## src/rtl/rickv_pkg.sv

```systemverilog
// Shared definitions for the RICK-V fetch stage: opcodes, fetch state
// encoding, instruction classes and branch/jump immediate extraction.
package rickv_pkg;

   localparam logic [6:0] OPC_BRANCH = 7'b1100011;
   localparam logic [6:0] OPC_JAL    = 7'b1101111;
   localparam logic [6:0] OPC_JALR   = 7'b1100111;

   typedef enum logic [2:0] {
      ST_FETCH,
      ST_PREDICT,
      ST_ISSUE,
      ST_JALR_WAIT,
      ST_REDIRECT
   } ifetch_state_e;

   typedef enum logic [1:0] {
      CLS_OTHER,
      CLS_BRANCH,
      CLS_JAL,
      CLS_JALR
   } inst_class_e;

   function automatic logic [31:0] imm_b(input logic [31:0] i);
      return {{20{i[31]}}, i[7], i[30:25], i[11:8], 1'b0};
   endfunction

   function automatic logic [31:0] imm_j(input logic [31:0] i);
      return {{12{i[31]}}, i[19:12], i[20], i[30:21], 1'b0};
   endfunction

endpackage

```

## src/rtl/ifetch_predecode.sv

```systemverilog
// Combinational pre-decode: opcode class plus the three candidate next-PC
// sums (pc+4, pc+immB, pc+immJ), all wrapping modulo 2^32.
module ifetch_predecode
   import rickv_pkg::*;
(
   input  logic [31:0] pc,
   input  logic [31:0] inst,
   output inst_class_e cls,
   output logic [31:0] pc_plus4,
   output logic [31:0] pc_plus_immb,
   output logic [31:0] pc_plus_immj
);

   always_comb begin
      cls = CLS_OTHER;
      case (inst[6:0])
         OPC_BRANCH: cls = CLS_BRANCH;
         OPC_JAL:    cls = CLS_JAL;
         OPC_JALR:   cls = CLS_JALR;
         default:    cls = CLS_OTHER;
      endcase
   end

   assign pc_plus4     = pc + 32'd4;
   assign pc_plus_immb = pc + imm_b(inst);
   assign pc_plus_immj = pc + imm_j(inst);

endmodule

```

## src/rtl/ifetch.sv

```systemverilog
// RICK-V instruction fetch stage. Build with IFETCH_PREDICT_EN to route
// conditional branches through the 2-bit predictor; otherwise static not-taken.
//
// state        | meaning
// FETCH        | icache request outstanding for pc
// PREDICT      | waiting one cycle for pred_result of a branch
// ISSUE        | instruction offered downstream until inst_ready
// JALR_WAIT    | fetch halted until flush supplies the JALR target
// REDIRECT     | one idle cycle so the cache drops the old access
module ifetch
   import rickv_pkg::*;
#(
   parameter logic [31:0] RESET_PC = 32'h0000_0000
) (
   input  logic        clk,
   input  logic        rst,
   input  logic        rdy,
   output logic        icache_req,
   output logic [31:0] icache_addr,
   input  logic        icache_valid,
   input  logic [31:0] icache_inst,
   output logic        pred_query,
   output logic [31:0] pred_pc,
   input  logic        pred_result,
   output logic        inst_valid,
   output logic [31:0] inst,
   output logic [31:0] inst_pc,
   output logic        inst_pred_taken,
   input  logic        inst_ready,
   input  logic        flush,
   input  logic [31:0] flush_pc
);

   ifetch_state_e state_q, state_d;
   logic [31:0]   pc_q, pc_d;
   logic [31:0]   next_pc_q, next_pc_d;
   logic [31:0]   inst_q, inst_d;
   logic [31:0]   inst_pc_q, inst_pc_d;
   logic          taken_q, taken_d;
   logic          valid_q, valid_d;
   logic          is_jalr_q, is_jalr_d;

   inst_class_e   cls;
   logic [31:0]   pd_inst;
   logic [31:0]   pc_plus4;
   logic [31:0]   pc_plus_immb;
   logic [31:0]   pc_plus_immj;

   // In FETCH classify the word arriving from the cache; in PREDICT the latched one.
   assign pd_inst = (state_q == ST_FETCH) ? icache_inst : inst_q;

   ifetch_predecode u_predecode (
      .pc           (pc_q),
      .inst         (pd_inst),
      .cls          (cls),
      .pc_plus4     (pc_plus4),
      .pc_plus_immb (pc_plus_immb),
      .pc_plus_immj (pc_plus_immj)
   );

`ifndef IFETCH_PREDICT_EN
   logic unused_pred;
   assign unused_pred = ^{pred_result, pc_plus_immb};
`endif

   always_comb begin
      state_d    = state_q;
      pc_d       = pc_q;
      next_pc_d  = next_pc_q;
      inst_d     = inst_q;
      inst_pc_d  = inst_pc_q;
      taken_d    = taken_q;
      valid_d    = valid_q;
      is_jalr_d  = is_jalr_q;
      pred_query = 1'b0;

      if (rdy) begin
         if (flush) begin
            state_d   = ST_REDIRECT;
            pc_d      = flush_pc;
            valid_d   = 1'b0;
            is_jalr_d = 1'b0;
         end else begin
            case (state_q)
               ST_FETCH: begin
                  if (icache_valid) begin
                     inst_d    = icache_inst;
                     inst_pc_d = pc_q;
                     is_jalr_d = 1'b0;
                     case (cls)
`ifdef IFETCH_PREDICT_EN
                        CLS_BRANCH: begin
                           pred_query = 1'b1;
                           state_d    = ST_PREDICT;
                        end
`endif
                        CLS_JAL: begin
                           next_pc_d = pc_plus_immj;
                           taken_d   = 1'b1;
                           valid_d   = 1'b1;
                           state_d   = ST_ISSUE;
                        end
                        default: begin
                           next_pc_d = pc_plus4;
                           taken_d   = 1'b0;
                           valid_d   = 1'b1;
                           is_jalr_d = (cls == CLS_JALR);
                           state_d   = ST_ISSUE;
                        end
                     endcase
                  end
               end
`ifdef IFETCH_PREDICT_EN
               ST_PREDICT: begin
                  taken_d   = pred_result;
                  next_pc_d = pred_result ? pc_plus_immb : pc_plus4;
                  valid_d   = 1'b1;
                  state_d   = ST_ISSUE;
               end
`endif
               ST_ISSUE: begin
                  if (inst_ready) begin
                     pc_d    = next_pc_q;
                     valid_d = 1'b0;
                     state_d = is_jalr_q ? ST_JALR_WAIT : ST_FETCH;
                  end
               end
               ST_JALR_WAIT: state_d = ST_JALR_WAIT;
               ST_REDIRECT:  state_d = ST_FETCH;
               default:      state_d = ST_FETCH;
            endcase
         end
      end
   end

   always_ff @(posedge clk or posedge rst) begin
      if (rst) begin
         state_q   <= ST_FETCH;
         pc_q      <= RESET_PC;
         next_pc_q <= RESET_PC;
         inst_q    <= 32'h0;
         inst_pc_q <= 32'h0;
         taken_q   <= 1'b0;
         valid_q   <= 1'b0;
         is_jalr_q <= 1'b0;
      end else begin
         state_q   <= state_d;
         pc_q      <= pc_d;
         next_pc_q <= next_pc_d;
         inst_q    <= inst_d;
         inst_pc_q <= inst_pc_d;
         taken_q   <= taken_d;
         valid_q   <= valid_d;
         is_jalr_q <= is_jalr_d;
      end
   end

   assign icache_req      = (state_q == ST_FETCH);
   assign icache_addr     = pc_q;
   assign pred_pc         = pc_q;
   assign inst_valid      = valid_q;
   assign inst            = inst_q;
   assign inst_pc         = inst_pc_q;
   assign inst_pred_taken = taken_q;

endmodule

```

## config.mk

```make
export PLATFORM = sky130hd
export DESIGN_NAME = ifetch
export DESIGN_NICKNAME = d
export VERILOG_FILES = /design/src/rtl/rickv_pkg.sv /design/src/rtl/ifetch_predecode.sv /design/src/rtl/ifetch.sv
export SDC_FILE = /design/constraint.sdc
export NUM_CORES = 1
export LEC_CHECK = 0
export ABC_AREA = 1
export BUFFER_PORTS_ARGS = -buffer_cell sky130_fd_sc_hd__buf_2
export CORE_MARGIN = 1
export CORE_UTILIZATION = 60
export DETAILED_ROUTE_END_ITERATION = 16
export GPL_ROUTABILITY_DRIVEN = 0
export PLACE_DENSITY = 0.86
export SLEW_MARGIN = 20
export SYNTH_ARGS = -nofsm -noshare
export SYNTH_HDL_FRONTEND = slang
export SYNTH_SLANG_ARGS = --single-unit
```

## constraint.sdc

```tcl
create_clock -name clk -period 9.85 [get_ports clk]
set_clock_uncertainty 0.05 [all_clocks]
set_input_delay 1.97 -clock clk [delete_from_list [all_inputs] [get_ports clk]]
set_output_delay 1.97 -clock clk [all_outputs]
set_load 0.1 [all_outputs]
```

==> run_results.csv <==
group,metric,value,unit
outcome,status,"finished, final reports clean",
sta,worstMarginPinSlew,0.9789,ns
critical_path,cp_common_cell,"a21oi_2",
critical_path,r2r_setup_slack,6.28,ns
final_layout,fill_cells,1214,
sta,tns,0,ns
clock_network,htreeDepth,4,
clock_network,clock_sinks,133,
synthesis,synth_ff_type,"dfrtp_1",
drt,drt-initial-drc-count,886,
synthesis,syn_nets,1430,
critical_path,crit_path_start,"flush",
synthesis,synthArstFlopShare,1.000,
drt,num_vias,9391,
run,max-cap-violations,0,
critical_path,r2r_cells,14,
final_layout,antenna_cells,0,
global_route,overflow,0,
critical_path,endpoint,"icache_addr[6]$_DFFE_PP0P_",
synthesis,synth_edf_count,0,
global_route,grt_antenna_before_repair,0,
hold_path,hold_class,"reg2reg",
global_route,grt_pass1_wl,42.60,mm
floorplan,die_w,124.6,µm
floorplan,die_area,15520,µm²
synthesis,yosys.cell_types.count,39,
sta,final_max_slew_viol_count,0,
clock_network,clockRootBuffer,"clkbuf_16",
final_layout,mostFrequentLayoutCells,"nand2_1, buf_2, inv_1, dfrtp_1, nor2_1",
clock_network,cts_hold_buf,0,
critical_path,arrival,4.99,ns
clock_network,cts_setup_buffers,0,
synthesis,yosysWarnings,0,
floorplan,core-area,14590,µm²
critical_path,cp_slowest_cell,"o21a_2",
sta,hold_violations,0,
final_layout,layout-drive-gt1-share,0.1745,
final_layout,fin_nets,1577,
global_route,grt_max_degree,91,
final_layout,synthToLayoutAreaGrowth,15.59,%
drt,drc,0,
critical_path,startpoint_type,"input port",
sta,fmax,213.7,MHz
drt,dr.pass1.iters,6,
sta,fin_crit,4.680,ns
placed_design,portBuffers,200,
clock_network,post_cts_resize_count,0,
clock_network,cts_tree,"built",
drt,viasPerCell,5.630,
global_route,grt_pass1_vias,8656,
synthesis,yosysSeqAreaShare,0.3692,
final_layout,fin_cells,1668,
floorplan,placementRows,44,
critical_path,regToRegStartpoint,"state_q[0]$_DFFE_PP0P_",
synthesis,syn-cell-area,9014,µm²
synthesis,ys_ff_latch,133,
clock_network,clock_latency,0.44,ns
hold_path,worst_hold_startpoint,"inst[9]$_DFFE_PP0P_",
critical_path,worstSetupEndpointType,"register",
sta,min_period_over_period,0.4751,
critical_path,crit_chain,"buf_2 -> inv_2 -> a21oi_2 -> a21oi_1 -> a21oi_2 -> o21a_2 -> buf_4 -> o211ai_1 -> o21ai_1",
clock_network,clk_path_buf_depth,2,
critical_path,cp_slowest_stage_delay,0.64,ns
floorplan,die_h,124.6,µm
critical_path,worstPathRequired,10.16,ns
sta,whs,0.4300,ns
final_layout,layout_commonest_cell,"nand2_1",
synthesis,syn-mean-instance-area,6.808,µm²
final_layout,fin_util,0.7142,
synthesis,netlist_instances,1324,
placed_design,place.detailed.hpwl,18.86,mm
clock_network,numCtsBuffers,17,
sta,maxSlewHeadroom,0.3464,
critical_path,path_class,"in2reg",
global_route,grt_use_total,0.3461,
placed_design,placed_cells,1636,
floorplan,start_util,0.6178,
clock_network,clk_pin_slew,0.06,ns
critical_path,cp_max_fo,51,
drt,drtAntennaViolNets,0,
floorplan,io_pins,203,
drt,wl_per_cell,15.59,µm
critical_path,r2r-end,"next_pc_q[29]$_DFFE_PP0P_",
drt,wirelength,26.00,mm
sta,setup_viol,0,
sta,rsz0062_at_grt,"no",
==> sequential cells by signal (all words and copies together), names as in the netlist <==
register,cells
inst,32
inst_valid,1
state_q,3
icache_addr,32
is_jalr_q,1
inst_pred_taken,1
next_pc_q,32
inst_pc,31
==> worst max-delay path: cells and delay by family <==
family                 cells  cell delay [ns]
AO/OA/AOI/OAI              6             1.58
buffers and inverters      3             1.42
==> worst min path at each step <==
stage	end	slack [ns]	depth (start not counted)
2_1_floorplan	next_pc_q[30]$_DFFE_PP0P_	0.40	2
3_3_place_gp	inst[10]$_DFFE_PP0P_	0.40	2
3_5_place_dp	inst[10]$_DFFE_PP0P_	0.41	2
4_1_cts	inst[10]$_DFFE_PP0P_	0.43	2
5_1_grt	inst_pc[28]$_DFFE_PP0P_	0.45	2
6_report	inst[9]$_DFFE_PP0P_	0.43	2
==> layout make-up <==
type	count	area, µm²	share of cell area
clock buffers	20	456.7	0.04383
clock inverters	12	116.4	0.01117
inverters	173	656.9	0.06305
multi-input cells	940	4584	0.4400
flip-flops and latches	133	3328	0.3194
well taps	184	230.2	0.02210
repair buffers	206	1046	0.1004
==> synth_stat cells (3+ instances only) <==
library cell | count | area [µm²]
ha_1 | 34 | 425.4
o21ai_1 | 82 | 410.4
xor2_1 | 21 | 183.9
nor2_1 | 103 | 386.6
a21oi_1 | 63 | 315.3
nand3_1 | 59 | 295.3
o211ai_1 | 20 | 150.1
o21bai_1 | 7 | 52.55
inv_2 | 12 | 45.04
dfrtp_1 | 133 | 3328
buf_4 | 36 | 270.3
buf_2 | 15 | 75.07
nand3b_1 | 6 | 45.04
a22oi_1 | 5 | 37.54
buf_1 | 6 | 22.52
a31oi_1 | 18 | 112.6
nand2_1 | 429 | 1610
o21ai_0 | 36 | 180.2
nand4_1 | 11 | 68.82
nor3_1 | 22 | 110.1
inv_1 | 159 | 596.8
or2_2 | 3 | 18.77
and2_1 | 4 | 25.02
clkbuf_1 | 19 | 71.32
==> per-layer routing <==
layer | vias up | GRT usage | routed length [µm]
met3 | 60 | 0.07603 | 2714
met1 | 4325 | 0.4734 | 10720
met4 | 0 | 0.1446 | 736
met2 | 502 | 0.5310 | 11830
li1 | 4504 | - | -
met5 | - | 0 | 0
==> metrics by stage <==
step	worst slack, ns	area, µm²
global route	4.898	10420
detailed placement	4.829	9846
global placement	4.960	9846
floorplan	4.276	9014
CTS	5.230	10420
finish	5.170	10420
==> kinds of logic (layout without fill, tap and decap cells) <==
kind of cell,Yosys count,count (layout),synth area share
AO/OA/AOI/OAI,238,238,0.1455
XOR/XNOR,23,23,0.02235
adder cells (fa/ha/maj),35,35,0.04942
buffers and inverters,251,411,0.1233
flip-flops,133,133,0.3692
other,1,1,0.0004160
AND/OR/NAND/NOR,643,643,0.2898
Power is not shown: default switching activity piles up to over one toggle a cycle in this logic, so the estimate is an artifact.
